File: src/rtl/imem_loader_if.sv
// Valid/ready word stream from the boot/debug channel into the loader.
interface imem_loader_if;
    logic        s_valid;
    logic        s_ready;
    logic [31:0] s_data;
    logic        s_last;

    modport master (
        output s_valid,
        output s_data,
        output s_last,
        input  s_ready
    );

    modport slave (
        input  s_valid,
        input  s_data,
        input  s_last,
        output s_ready
    );
endinterface

File: src/rtl/imem_loader.sv
// Instruction-memory loader: streams an image in, NOP-pads, releases the core.
// Optional LOADER_CHECKSUM_EN: trailing checksum word verified before release.
module imem_loader #(
    parameter int          DEPTH     = 32,
    parameter int          AW        = 5,
    parameter logic [31:0] FILL_WORD = 32'hC000_0000
) (
    input  logic          clk,
    input  logic          rst,
    input  logic          start_i,
    imem_loader_if.slave  s,
    output logic          mem_we_o,
    output logic [AW-1:0] mem_addr_o,
    output logic [31:0]   mem_wdata_o,
    output logic          core_hold_o,
    output logic          done_o,
    output logic          error_o,
    output logic [AW:0]   count_o
);

    localparam logic [AW-1:0] LAST = AW'(DEPTH - 1);
`ifdef LOADER_CHECKSUM_EN
    localparam logic [AW:0]   FULL = (AW + 1)'(DEPTH);
`endif

    typedef enum logic [2:0] {
        IDLE,
        LOAD,
`ifdef LOADER_CHECKSUM_EN
        CSUM,
`endif
        FILL,
        DONE,
        ERR
    } state_t;

    state_t        state_q;
    logic [AW-1:0] ptr_q;
    logic          mem_we_q;
    logic [AW-1:0] addr_q;
    logic [31:0]   wdata_q;
    logic          hold_q;
    logic          done_q;
    logic          err_q;
    logic [AW:0]   cnt_q;
`ifdef LOADER_CHECKSUM_EN
    logic [31:0]   acc_q;
`endif

    logic xfer;
    logic restart;

`ifdef LOADER_CHECKSUM_EN
    assign s.s_ready = (state_q == LOAD) || (state_q == CSUM);
`else
    assign s.s_ready = (state_q == LOAD);
`endif

    assign xfer    = s.s_valid && s.s_ready;
    // start only counts when no load is in flight
    assign restart = start_i &&
                     ((state_q == IDLE) || (state_q == DONE) ||
                      (state_q == ERR));

    always_ff @(posedge clk or posedge rst) begin
        if (rst) begin
            state_q  <= IDLE;
            ptr_q    <= '0;
            mem_we_q <= 1'b0;
            addr_q   <= '0;
            wdata_q  <= '0;
            hold_q   <= 1'b1;
            done_q   <= 1'b0;
            err_q    <= 1'b0;
            cnt_q    <= '0;
`ifdef LOADER_CHECKSUM_EN
            acc_q    <= '0;
`endif
        end else begin
            mem_we_q <= 1'b0;
            if (restart) begin
                state_q <= LOAD;
                ptr_q   <= '0;
                cnt_q   <= '0;
                err_q   <= 1'b0;
                done_q  <= 1'b0;
                hold_q  <= 1'b1;
`ifdef LOADER_CHECKSUM_EN
                acc_q   <= '0;
`endif
            end else begin
                unique case (state_q)
                    IDLE: hold_q <= 1'b1;
                    LOAD: begin
                        if (xfer) begin
                            mem_we_q <= 1'b1;
                            addr_q   <= ptr_q;
                            wdata_q  <= s.s_data;
                            ptr_q    <= ptr_q + 1'b1;
                            cnt_q    <= cnt_q + 1'b1;
`ifdef LOADER_CHECKSUM_EN
                            acc_q    <= acc_q + s.s_data;
                            if (s.s_last)
                                state_q <= CSUM;
`else
                            if (s.s_last)
                                state_q <= (ptr_q == LAST) ? DONE : FILL;
`endif
                            else if (ptr_q == LAST)
                                state_q <= ERR;
                        end
                    end
`ifdef LOADER_CHECKSUM_EN
                    CSUM: begin
                        if (xfer) begin
                            if (s.s_data != acc_q)
                                state_q <= ERR;
                            else if (cnt_q == FULL)
                                state_q <= DONE;
                            else
                                state_q <= FILL;
                        end
                    end
`endif
                    FILL: begin
                        mem_we_q <= 1'b1;
                        addr_q   <= ptr_q;
                        wdata_q  <= FILL_WORD;
                        ptr_q    <= ptr_q + 1'b1;
                        if (ptr_q == LAST)
                            state_q <= DONE;
                    end
                    DONE: begin
                        done_q <= 1'b1;
                        hold_q <= 1'b0;
                    end
                    ERR: begin
                        err_q  <= 1'b1;
                        hold_q <= 1'b1;
                    end
                    default: state_q <= IDLE;
                endcase
            end
        end
    end

    assign mem_we_o    = mem_we_q;
    assign mem_addr_o  = addr_q;
    assign mem_wdata_o = wdata_q;
    assign core_hold_o = hold_q;
    assign done_o      = done_q;
    assign error_o     = err_q;
    assign count_o     = cnt_q;

endmodule

File: src/flat_wrapper.sv
// flat-port wrapper written by rule: the top's interface ports become plain ports
module imem_loader_flat 
#(
    parameter int          DEPTH     = 32,
    parameter int          AW        = 5,
    parameter logic [31:0] FILL_WORD = 32'hC000_0000
)
  (clk, rst, start_i, mem_we_o, mem_addr_o, mem_wdata_o, core_hold_o, done_o, error_o, count_o, s_s_valid, s_s_data, s_s_last, s_s_ready);
  imem_loader_if s_i ();
  input  logic clk;
  input  logic rst;
  input  logic start_i;
  output logic mem_we_o;
  output logic [AW-1:0] mem_addr_o;
  output logic [31:0] mem_wdata_o;
  output logic core_hold_o;
  output logic done_o;
  output logic error_o;
  output logic [AW:0] count_o;
  input wire logic [$bits(s_i.s_valid)-1:0] s_s_valid;
  input wire logic [$bits(s_i.s_data)-1:0] s_s_data;
  input wire logic [$bits(s_i.s_last)-1:0] s_s_last;
  output wire logic [$bits(s_i.s_ready)-1:0] s_s_ready;
  assign s_i.s_valid = s_s_valid;
  assign s_i.s_data = s_s_data;
  assign s_i.s_last = s_s_last;
  assign s_s_ready = s_i.s_ready;
  imem_loader #(.DEPTH(DEPTH), .AW(AW), .FILL_WORD(FILL_WORD)) u_core (.clk(clk), .rst(rst), .start_i(start_i), .s(s_i), .mem_we_o(mem_we_o), .mem_addr_o(mem_addr_o), .mem_wdata_o(mem_wdata_o), .core_hold_o(core_hold_o), .done_o(done_o), .error_o(error_o), .count_o(count_o));
endmodule
File: config.mk
export PLATFORM = sky130hd
export DESIGN_NAME = imem_loader_flat
export DESIGN_NICKNAME = d
export VERILOG_FILES = /design/src/rtl/imem_loader_if.sv /design/src/rtl/imem_loader.sv /design/src/flat_wrapper.sv
export SDC_FILE = /design/constraint.sdc
export NUM_CORES = 1
export LEC_CHECK = 0
export CORE_MARGIN = 3
export CORE_UTILIZATION = 40
export CTS_CLUSTER_SIZE = 40
export DETAILED_ROUTE_END_ITERATION = 8
export PLACE_DENSITY_LB_ADDON = 0.12
export SYNTH_ARGS = -nofsm -noshare
export SYNTH_HDL_FRONTEND = slang
export SYNTH_SLANG_ARGS = --single-unit
File: constraint.sdc
create_clock -name clk -period 1.7 [get_ports clk]
set_input_delay 0.34 -clock clk [delete_from_list [all_inputs] [get_ports clk]]
set_output_delay 0.34 -clock clk [all_outputs]
set_load 0.01 [all_outputs]
## After elaboration in Yosys (flattened, before gate mapping)

Index checks and enable logic that the tools add are counted.

- Add/subtract/negate cells: 2
- Eq/ne operators: 10
- Multiplexer cells: 26
- Bitwise logic cells: 1
- Reductions and logical operators: 18

Operator list:

| operator | number |
|---|---|
| $pmux 32 s2 | 1 |
| $mux 32 | 1 |
| $pmux 5 s2 | 2 |
| $mux 6 | 3 |
| $mux 3 | 5 |
| $mux 5 | 3 |
| $reduce_bool 2->1 | 5 |
| $pmux 3 s3 | 1 |
| $mux 1 | 8 |
| $add 6x1->6 const B | 1 |
| $eq 3x2->1 const B | 2 |
| $reduce_bool 3->1 | 2 |
| $add 5x1->5 const B | 1 |
| $eq 5x5->1 const B | 1 |
| $ne 4x4->1 const B | 1 |
| $pmux 1 s2 | 2 |
| $reduce_and 2->1 | 2 |
| $reduce_and 4->1 | 1 |
| $eq 3x1->1 const B | 1 |
| $eq 3x3->1 const B | 1 |
| $logic_not 3->1 | 1 |
| $ne 3x1->1 const B | 1 |
| $ne 3x3->1 const B | 1 |
| $reduce_and 3->1 | 1 |
| 7 further kinds | 9 |

- Flip-flop bits (word level): 55
- Input bits: 37
- Output and inout bits: 48
- Logic and storage cells: 66

## Depth between registers and ports, before layout

Gate-level depths: netlist of run 1.

- Depth in word-level cells: 6
- Mapped depth: 7
- Mapped depth without buffers: 6

## Worst setup path after synthesis of run 1

OpenSTA, ideal clock, no wires.

- Path type: register -> register
- From: register u_core.ptr_q[0]
- To: register u_core.state_q[0]
- Setup time: 0.131 ns
- Arrival: 1.349 ns
- Data required time: 1.569 ns
- Path slack: 0.220 ns
- Stages on the path, launching flop included: 7
- Buffers on the path: 0
- Clock period less this slack: 1.480 ns
- Cell sequence: dfrtp_1 > ha_1 > and3_1 > ha_1 > xnor2_1 > nor3b_1 > o32ai_1

- Cells in the longest elaborated chain, start to end: 6
- Elaborated cells between the ends (all ways): 9
- Classes of those cells: 3 x eq/ne; 5 x mux; 1 x reduce/logical

RTL lines:

| item | RTL line | RTL |
|---|---|---|
| start, declared | imem_loader.sv:38 | `logic [AW-1:0] ptr_q;` |
| start signal, assigned | imem_loader.sv:99 | `ptr_q <= ptr_q + 1'b1;` |
| start signal, assigned | imem_loader.sv:129 | `ptr_q <= ptr_q + 1'b1;` |
| $eq 5x5->1 * | imem_loader.sv:107, imem_loader.sv:109, imem_loader.sv:130 |  |
| $mux 1 | imem_loader.sv:107 | `state_q <= (ptr_q == LAST) ? DONE : FILL;` |
| $mux 3 | imem_loader.sv:106 | `if (s.s_last)` |
| $mux 3 | imem_loader.sv:95 | `if (xfer) begin` |
| $pmux 3 s3 | imem_loader.sv:92 | `unique case (state_q)` |
| $mux 3 | imem_loader.sv:81 | `if (restart) begin` |
| end signal, assigned | imem_loader.sv:107 |  |
| end, declared | imem_loader.sv:37 | `state_t state_q;` |

Mark *: on every way between the ends. The rest lies on a longest branch, timed or not. The select of a mux whose other input is x is not followed.
A chain may end at the register's enable or synchronous reset.

## Worst setup path in the final report of run 1

- From: register u_core.cnt_q[3], in the netlist u_core.count_o[3]
- To: output count_o[3]

RTL lines:

| item | RTL line | RTL |
|---|---|---|
| start, declared | imem_loader.sv:45 | `logic [AW:0] cnt_q;` |
| start signal, assigned | imem_loader.sv:100 | `cnt_q <= cnt_q + 1'b1;` |
| end, declared | flat_wrapper.sv:19 | `output logic [AW:0] count_o;` |

No word-level cell between the ends.

==> results of run 1 <==
[cell type report]
cell class              instances  area [µm²]
inverters                       2        7.51
well taps                      70        87.6
fillers                       455        1890
repair buffers                108        1060
flip-flops and latches         55        1380
clock buffers                   6        72.6
multi-input cells             115         827
clock inverters                 2        12.5
[repair_timing]
action / CTS / global route
setup buffers: 1 / 3
endpoints found under the setup margin: 2 / 5
hold buffers: 0 / 0
pin swaps: 0 / 2
resized for setup: 3 / 6
hold endpoints to repair: 0 / 0
[sequential cells by signal, indices dropped and copies added (netlist names)]
name / count
u_core.mem_wdata_o: 32
u_core.mem_addr_o: 5
u_core.ptr_q: 5
u_core.mem_we_o: 1
u_core.count_o: 6
u_core.state_q: 3
u_core.done_o: 1
u_core.core_hold_o: 1
u_core.error_o: 1
[logic make-up after synthesis]
| logic type | count (synthesis) | share of synthesized area, % |
|---|---|---|
| simple gates | 57 | 13.5 |
| flops | 55 | 60.1 |
| compound gates | 47 | 16.3 |
| buf+inv | 15 | 5.29 |
| xor+xnor | 6 | 2.29 |
| fa+ha+maj | 3 | 1.64 |
| mux | 2 | 0.927 |
[report_power, final]
part	leakage (nW)	switching [mW]	internal (mW)
combinational	0.799	1.17	1.50
clock	0.0412	0.425	0.289
sequential	0.709	0.289	1.77
total	1.55	1.88	3.57
[Yosys cell counts, types with 2 or more instances]
cell and count:
dfrtp_1 54, a21oi_1 8, a22o_1 32, buf_4 2, xor2_1 4, o22ai_1 3, nand2_1 24, inv_1 2
nand4_1 2, and3_1 2, buf_2 4, nand2b_1 4, buf_6 7, o22a_1 2, ha_1 3, nor2_1 8
nor3b_1 6, xnor2_1 2
[worst max-delay path by stage]
stage | from | to | slack [ps] | cells past startpoint
2_1_floorplan | rst | u_core.count_o[0] | 20 | 1
3_3_place_gp | s_s_valid | u_core.ptr_q[0] | -40 | 5
3_5_place_dp | s_s_valid | u_core.mem_addr_o[1] | -130 | 7
4_1_cts | u_core.count_o[0] | count_o[0] | 40 | 1
5_1_grt | u_core.count_o[3] | count_o[3] | 0.8 | 1
6_report | u_core.count_o[3] | count_o[3] | 60 | 1
[metrics by stage]
| stage | instance area (µm²) | instances |
|---|---|---|
| after CTS | 3390 | 355 |
| after global routing | 3440 | 358 |
| after floorplan | 2290 | 185 |
| final | 3440 | 358 |
| after global placement | 3300 | 346 |
| after detailed placement | 3300 | 346 |
[per-layer routing]
layer  track usage, %  up-vias  part of all wire (%)
met2             27.5       52                    48
met3             4.82        9                   5.5
li1                 -      871                     -
met1             22.9      898                    45
met5                0        -                     0
met4             5.81        0                   1.7
==> impl_metrics.toml, run 1 <==
[timing]
whs_ps = 305
tightestPinTransition_ps = 347
rsz0062_at_grt = "false"
finClkSkew_ps = 8.06
maxSlewViolCount = 0
slew_headroom_pct = 76.8
finalSetupViolations = 0
finalSetupTns_ps = 0
period_needed_ps = 1640
fin_crit_sh_pct = 96.3
fmax_ghz = 0.611
setup_ws_ps = 62.3
finalHoldViolCount = 0

[final_layout]
fin_util_pct = 64.5
antenna_cells_inserted = 0
final_common_cell = "clkdlybuf4s50_1"
area_growth_pct = 50.1
final_cell_mix = "clkdlybuf4s50_1, dfrtp_1, a22o_1"
num-nets-final = 327
drive_gt1_share_pct = 14.9

[worst_setup_path]
crit_arrival_ps = 1300
worstSetupStartpointType = "flip-flop"
cp_max_fo = 4
rr_endpoint = "u_core.state_q[2]"
critPathBufInv = 1
crit_required_ps = 1360
cpPeakStageDelay_ps = 570
cp-end-kind = "primary output"
slowest_stage = "clkdlybuf4s50_1"
rrSetupSlack_ps = 120
critical-path-top-delay-family = "buffers and inverters"
ff2ff_path_depth = 6
timing.rr.start = "u_core.ptr_q[1]"
crit_type = "reg2out"
crit_chain = "clkdlybuf4s50_1"

[placed_design]
portBuffers = 84
pre_cts_slack_ps = -132
hpwl_mm = 4.04
gp_congestion = 0.773

[global_routing]
grt_pass1_vias = 1794
grt-ovfl-total = 0
grt_max_degree = 25
antenna_found_initial = 0
grt_pass1_wl_mm = 8.84
track_usage_pct = 17.3

[power_and_ir_drop]
leakage_nw = 1.55
cellPowerDensity_nw_per_um2 = 1580
p_total_mw = 5.45
ir_worst_vdd_mv = 0.865

[clock_tree]
cts-root-buf = "clkbuf_8"
cts_made_buffers = 5
clk_latency_ps = 310
cts_buffer_depth = 2
numClockSinks = 55
cts_tree = "done"
htreeDepth = 2
cts.clk_slew.worst_paths_ps = 100

[floorplanning]
die-area_um2 = 6680
design.core.area_um2 = 5340
rows = 26
start_util_pct = 43.0
dieWidth_um = 81.7
io_pins = 85
fp.dieH_um = 81.7

[synthesis]
synth_top_area_share_pct = 58.9
yosys.cell_types.count = 34
syn_inst = 185
ys_seq_elements = 55
synth_nets = 225
synth_area_um2 = 2290
seq_area_frac_synth_pct = 60.1
synth_edf_count = 0
synthTopCellsByArea = "dfrtp_1, a22o_1, nand2_1"
ys_async_sr_fraction_pct = 100
avgSynthCellArea_um2 = 12.4
synth_top_area_cell = "dfrtp_1"
synthFlopType = "dfrtp_1"
ys_warn_count = 0

[detailed_routing]
drt-initial-drc-count = 28
dr.pass1.iters = 4
wl_per_cell_um = 15.6
via_count = 1830
ant_nets = 0
drc = 0
avgViaCountPerCell = 5.11
totalWireLength_mm = 5.57

[flow_run]
maxCapViolations = 0

[run_status]
status = "finished clean"

[hold_path]
hp-class = "in2async"
Note: power is estimated with default switching activity, not from simulation.
==> run 2, diff against run 1 <==
--- a/config.mk
+++ b/config.mk
@@ -5,6 +5,7 @@
 export SDC_FILE = /design/constraint.sdc
 export NUM_CORES = 1
 export LEC_CHECK = 0
+export CAP_MARGIN = 0
 export CORE_MARGIN = 3
 export CORE_UTILIZATION = 40
 export CTS_CLUSTER_SIZE = 40
==> results of run 2 <==
Final layout, timing and power as in run 1 (identical DEF).
